### src/rtl/starship_cov_pkg.sv
// rtl/starship_cov_pkg.sv - shared widths and types for the coverage accumulator
package starship_cov_pkg;

    localparam int DEFAULT_COV_W = 30;

    typedef logic [DEFAULT_COV_W-1:0] cov_sum_t;

    function automatic int lane_cnt_width(input int lane);
        return $clog2(lane + 1);
    endfunction

    function automatic int delta_width(input int n_points);
        return $clog2(n_points + 1);
    endfunction

endpackage

### src/rtl/cov_popcount_lane.sv
// rtl/cov_popcount_lane.sv - combinational popcount of one coverage lane
module cov_popcount_lane
    import starship_cov_pkg::*;
#(
    parameter int LANE  = 16,
    parameter int CNT_W = lane_cnt_width(LANE)
) (
    input  logic [LANE-1:0]  lane_i,
    output logic [CNT_W-1:0] count_o
);

    always_comb begin
        count_o = '0;
        for (int i = 0; i < LANE; i++) begin
            count_o = count_o + CNT_W'(lane_i[i]);
        end
    end

endmodule

### src/rtl/coverage_accumulator.sv
// rtl/coverage_accumulator.sv - sticky coverage bitmap with a pipelined saturating distinct-hit count
module coverage_accumulator
    import starship_cov_pkg::*;
#(
    parameter int N_POINTS = 256,
    parameter int LANE     = 16,
    parameter int COV_W    = DEFAULT_COV_W
) (
    input  logic                clock,
    input  logic                reset,
    input  logic                cov_clear,
    input  logic                cov_valid,
    input  logic [N_POINTS-1:0] cov_hit,
    output logic [COV_W-1:0]    cov_sum,
    output logic                cov_new,
    output logic                cov_full
);

    localparam int N_LANES = N_POINTS / LANE;
    localparam int CNT_W   = lane_cnt_width(LANE);
    localparam int DELTA_W = delta_width(N_POINTS);
    // The adder must hold a full delta even when COV_W is narrower than it.
    localparam int SUM_W   = ((COV_W > DELTA_W) ? COV_W : DELTA_W) + 1;
    localparam logic [COV_W-1:0] SUM_MAX = '1;

    logic [N_POINTS-1:0]             seen_q;
    logic [N_POINTS-1:0]             seen_d;
    logic [N_POINTS-1:0]             new_vec_q;
    logic [N_POINTS-1:0]             new_vec_d;
    logic [N_LANES-1:0][CNT_W-1:0]   lane_cnt_q;
    logic [N_LANES-1:0][CNT_W-1:0]   lane_cnt_d;
    logic [COV_W-1:0]                sum_q;
    logic [COV_W-1:0]                sum_d;
    logic                            new_q;
    logic                            new_d;
    logic                            full_q;
    logic [DELTA_W-1:0]              delta;
    logic [SUM_W-1:0]                sum_wide;

    always_comb begin
        new_vec_d = cov_valid ? (cov_hit & ~seen_q) : '0;
        seen_d    = seen_q | new_vec_d;
    end

    for (genvar k = 0; k < N_LANES; k++) begin : g_lane
        cov_popcount_lane #(
            .LANE  (LANE),
            .CNT_W (CNT_W)
        ) u_lane (
            .lane_i  (new_vec_q[k*LANE +: LANE]),
            .count_o (lane_cnt_d[k])
        );
    end

    always_comb begin
        delta = '0;
        for (int k = 0; k < N_LANES; k++) begin
            delta = delta + DELTA_W'(lane_cnt_q[k]);
        end
        sum_wide = SUM_W'(sum_q) + SUM_W'(delta);
        if (sum_wide > SUM_W'(SUM_MAX)) begin
            sum_d = SUM_MAX;
        end else begin
            sum_d = sum_wide[COV_W-1:0];
        end
        new_d = (delta != '0);
    end

    // cov_full tracks the previous bitmap, so it lags a clear by one edge.
    always_ff @(posedge clock or posedge reset) begin
        if (reset) begin
            seen_q     <= '0;
            new_vec_q  <= '0;
            lane_cnt_q <= '0;
            sum_q      <= '0;
            new_q      <= 1'b0;
            full_q     <= 1'b0;
        end else begin
            full_q <= &seen_q;
            if (cov_clear) begin
                seen_q     <= '0;
                new_vec_q  <= '0;
                lane_cnt_q <= '0;
                sum_q      <= '0;
                new_q      <= 1'b0;
            end else begin
                seen_q     <= seen_d;
                new_vec_q  <= new_vec_d;
                lane_cnt_q <= lane_cnt_d;
                sum_q      <= sum_d;
                new_q      <= new_d;
            end
        end
    end

    assign cov_sum  = sum_q;
    assign cov_new  = new_q;
    assign cov_full = full_q;

endmodule
### config.mk
export PLATFORM = sky130hd
export DESIGN_NAME = coverage_accumulator
export DESIGN_NICKNAME = d
export VERILOG_FILES = /design/src/rtl/starship_cov_pkg.sv /design/src/rtl/cov_popcount_lane.sv /design/src/rtl/coverage_accumulator.sv
export SDC_FILE = /design/constraint.sdc
export NUM_CORES = 2
export LEC_CHECK = 0
export ABC_AREA = 1
export CORE_UTILIZATION = 63
export DETAILED_ROUTE_END_ITERATION = 6
export GPL_TIMING_DRIVEN = 1
export PLACE_DENSITY_LB_ADDON = 0.08
export SETUP_SLACK_MARGIN = 0.15
export SYNTH_ARGS = -nofsm -noshare
export SYNTH_HDL_FRONTEND = slang
export SYNTH_SLANG_ARGS = --single-unit
### constraint.sdc
create_clock -name clock -period 40.5 [get_ports clock]
set_input_delay 4.05 -clock clock [delete_from_list [all_inputs] [get_ports clock]]
set_output_delay 4.05 -clock clock [all_outputs]
set_load 0.005 [all_outputs]
==> results.cfg <==
[outcome]
outcome = completed

[logic_synthesis]
netlist_top_cells_count = inv_1, dfrtp_1, nand2_1, a21oi_1, nor3_1
synth_warnings = 0
synth_top_cell_area_share_pct = 49.7
synth_top_flop_cell = dfrtp_1
yosysMostFrequentCell = inv_1
muxShareOfSynthArea_pct = 0
syn-num-nets = 3819
synth_top_family_by_area = adder cells
synth-edff-count = 0
synth_simple_gate_area_share_pct = 13.8
yosysSeqAreaShare_pct = 49.7
synthDistinctLibCells = 29
synthesis.area_um2 = 31400
synth.ff_latch_count = 624
synthAdderAreaFrac_pct = 18.8
synth_area_leaders = dfrtp_1, fa_1, inv_1, nand2_1, a21oi_1
synth-async-reset-ratio_pct = 100
synth_compound_area_share_pct = 6.11
yosys.area_share.xor_xnor_pct = 0.809
syn_inst = 3224
yosys.area.top_type = dfrtp_1
syn_avg_cell_area_um2 = 9.74

[cts]
hold_buffers = 0
tritoncts = yes
clkSinkCount = 624
cts_buffers = 66
root_buffer = clkbuf_16
clock_latency_ns = 0.61
ctsResizeCount = 0
post_cts_buffers = 0
cts_buffer_depth = 3
clk_pin_slew_ns = 0.06
h-tree-depth = 3

[global_route]
use_met2_pct = 46.4
grt_use_total_pct = 27.4
busiest_layer = met2
grt_pass1_vias = 22637
antenna_found_initial = 0
grt_max_degree = 126
met3_usage_pct = 4.21
use_met1_pct = 37.1
grt_pass1_wl_um = 110000
gr-total-overflow = 0

[sta]
clock_skew_ns = 0.0161
post-route-period-util_pct = 19.5
slew_headroom_pct = 26.8
fmax_mhz = 127
fin_crit_ns = 7.88
rsz0062_at_grt = false
worstMarginPinSlew_ns = 1.10
hold_viol = 0
fin_tns_setup_ns = 0
finalSetupViolCount = 0
slew_violations = 0

[route]
routedWlPerCell_um = 15.6
dr.pass1.iters = 5
drt-initial-drc-count = 1490
drc = 0
viasPerCell = 5.16
num_vias = 21732
ant_nets = 0
wl_um = 65700

[worst_setup_path]
crit_fanout = 125
cp_slowest_cell = buf_4
cp_data_required_time_ns = 41.08
cp-start-kind = input port
crit_path_max_incr_delay_ns = 0.89
path_cells = clkdlybuf4s50_1, inv_8, buf_4, buf_4, buf_4, buf_4
end_kind = async pin
worstPathArrival_ns = 8.46
cp_num_buf_inv = 6
worstSetupPathType = in -> async
rrSetupSlack_ns = 33.73
crit_family = buffers and inverters
crit_path_frequent_cell = buf_4

[floorplanning]
die_h_um = 225
core_area_um2 = 49100
die_w_um = 225
initial_utilization_pct = 64.0
io_pins = 292
rows = 81
dieArea_um2 = 50700

[finish]
multi_input_area_um2 = 12400
nFillCells = 3382
nNetsFinal = 4094
num_antenna_cells = 0
fin_util_pct = 75.7
seqCellArea_um2 = 15600
final_cell_count_no_fill = 4213
synthToLayoutAreaGrowth_pct = 18.2
fin_area_um2 = 37100
drive_gt1_share_pct = 4.42

[pwr]
p_leak_nw = 17.7
powerDensity_nw_per_um2 = 66.4
ir_drop_uv = 207

[placed_design]
port_buffers = 291
gp_congestion = 0.880
placed_area_um2 = 34900
dp_hpwl_um = 48400
place_inst = 4095

[min_path]
min_path_type = reg -> reg

[run]
max_cap_viol_count = 0
cells in the final DEF, fill, tap and decap left out, types with 2 or more instances in the layout:
cell             count
inv_6                3
or2_2                5
ha_1               108
xnor2_1             25
nand3_1             46
nand2_2              3
clkbuf_8             9
o21ai_0             49
inv_1              794
clkinv_2            13
bufinv_16            8
a21oi_1            298
nand2_1            434
nand3b_1             8
buf_4               15
inv_2                2
clkdlybuf4s50_1    289
nor2_1             122
clkinvlp_4           2
nand4_1             51
clkbuf_1            13
clkbuf_16           68
nor2_4               2
dfrtp_1            624
nor3b_1             11
fa_1               227
nor3_1             286
a21oi_2             20
xor2_1               4
per-stage QoR:
| step | hold WS, ns | power (mW) | worst slack (ns) |
|---|---|---|---|
| 3_3_place_gp | 0.415 | 1.80 | 31.86 |
| 2_1_floorplan | 0.407 | 1.57 | 18.97 |
| 4_1_cts | 0.427 | 2.48 | 32.37 |
| 6_report | 0.426 | 2.46 | 32.62 |
| 5_1_grt | 0.439 | 2.65 | 31.82 |
| 3_5_place_dp | 0.419 | 1.84 | 31.71 |
report_power, final:
part           switching, mW  internal [mW]
Clock                  0.250          0.376
Sequential            0.0252          0.672
Combinational          0.661          0.479
area by class of cell:
cell class | instances | area share, %
clock buffers | 89 | 5.01
well taps | 664 | 2.24
flip-flops and latches | 624 | 42.1
repair buffers | 306 | 8.17
clock inverters | 29 | 1.06
multi-input cells | 1704 | 33.4
inverters | 797 | 8.08
per-layer routing:
metal,share of wire [%],vias up
met5,0,-
met1,43,10687
li1,-,10422
met3,4.3,117
met2,51,506
met4,2.3,0
worst paths after layout:
kind,from,endpoint,cells after the start
worst max-delay path,reset,new_vec_q[123]$_DFF_PP0_,6
worst min-delay path,seen_q[62]$_DFF_PP0_,new_vec_q[62]$_DFF_PP0_,1
worst max register to register,lane_cnt_q[2]$_DFF_PP0_,cov_sum[15]$_DFF_PP0_,30
worst min register to register,seen_q[62]$_DFF_PP0_,new_vec_q[62]$_DFF_PP0_,1
max in group clock,lane_cnt_q[2]$_DFF_PP0_,cov_sum[15]$_DFF_PP0_,30
min in group asynchronous,reset,cov_sum[28]$_DFF_PP0_,2
state kept, by name (all words and copies together) (netlist names):
| signal | flops |
|---|---|
| lane_cnt_q | 80 |
| cov_sum | 30 |
| cov_full | 1 |
| seen_q | 256 |
| cov_new | 1 |
| new_vec_q | 256 |
kinds of logic (layout without fill, tap and decap cells):
group | count (synthesis) | in the layout
simple gates | 972 | 972
fa+ha+maj | 335 | 335
xor+xnor | 29 | 29
buf+inv | 896 | 1221
compound gates | 368 | 368
flops | 624 | 624
Note: power is estimated with default switching activity, not from simulation.
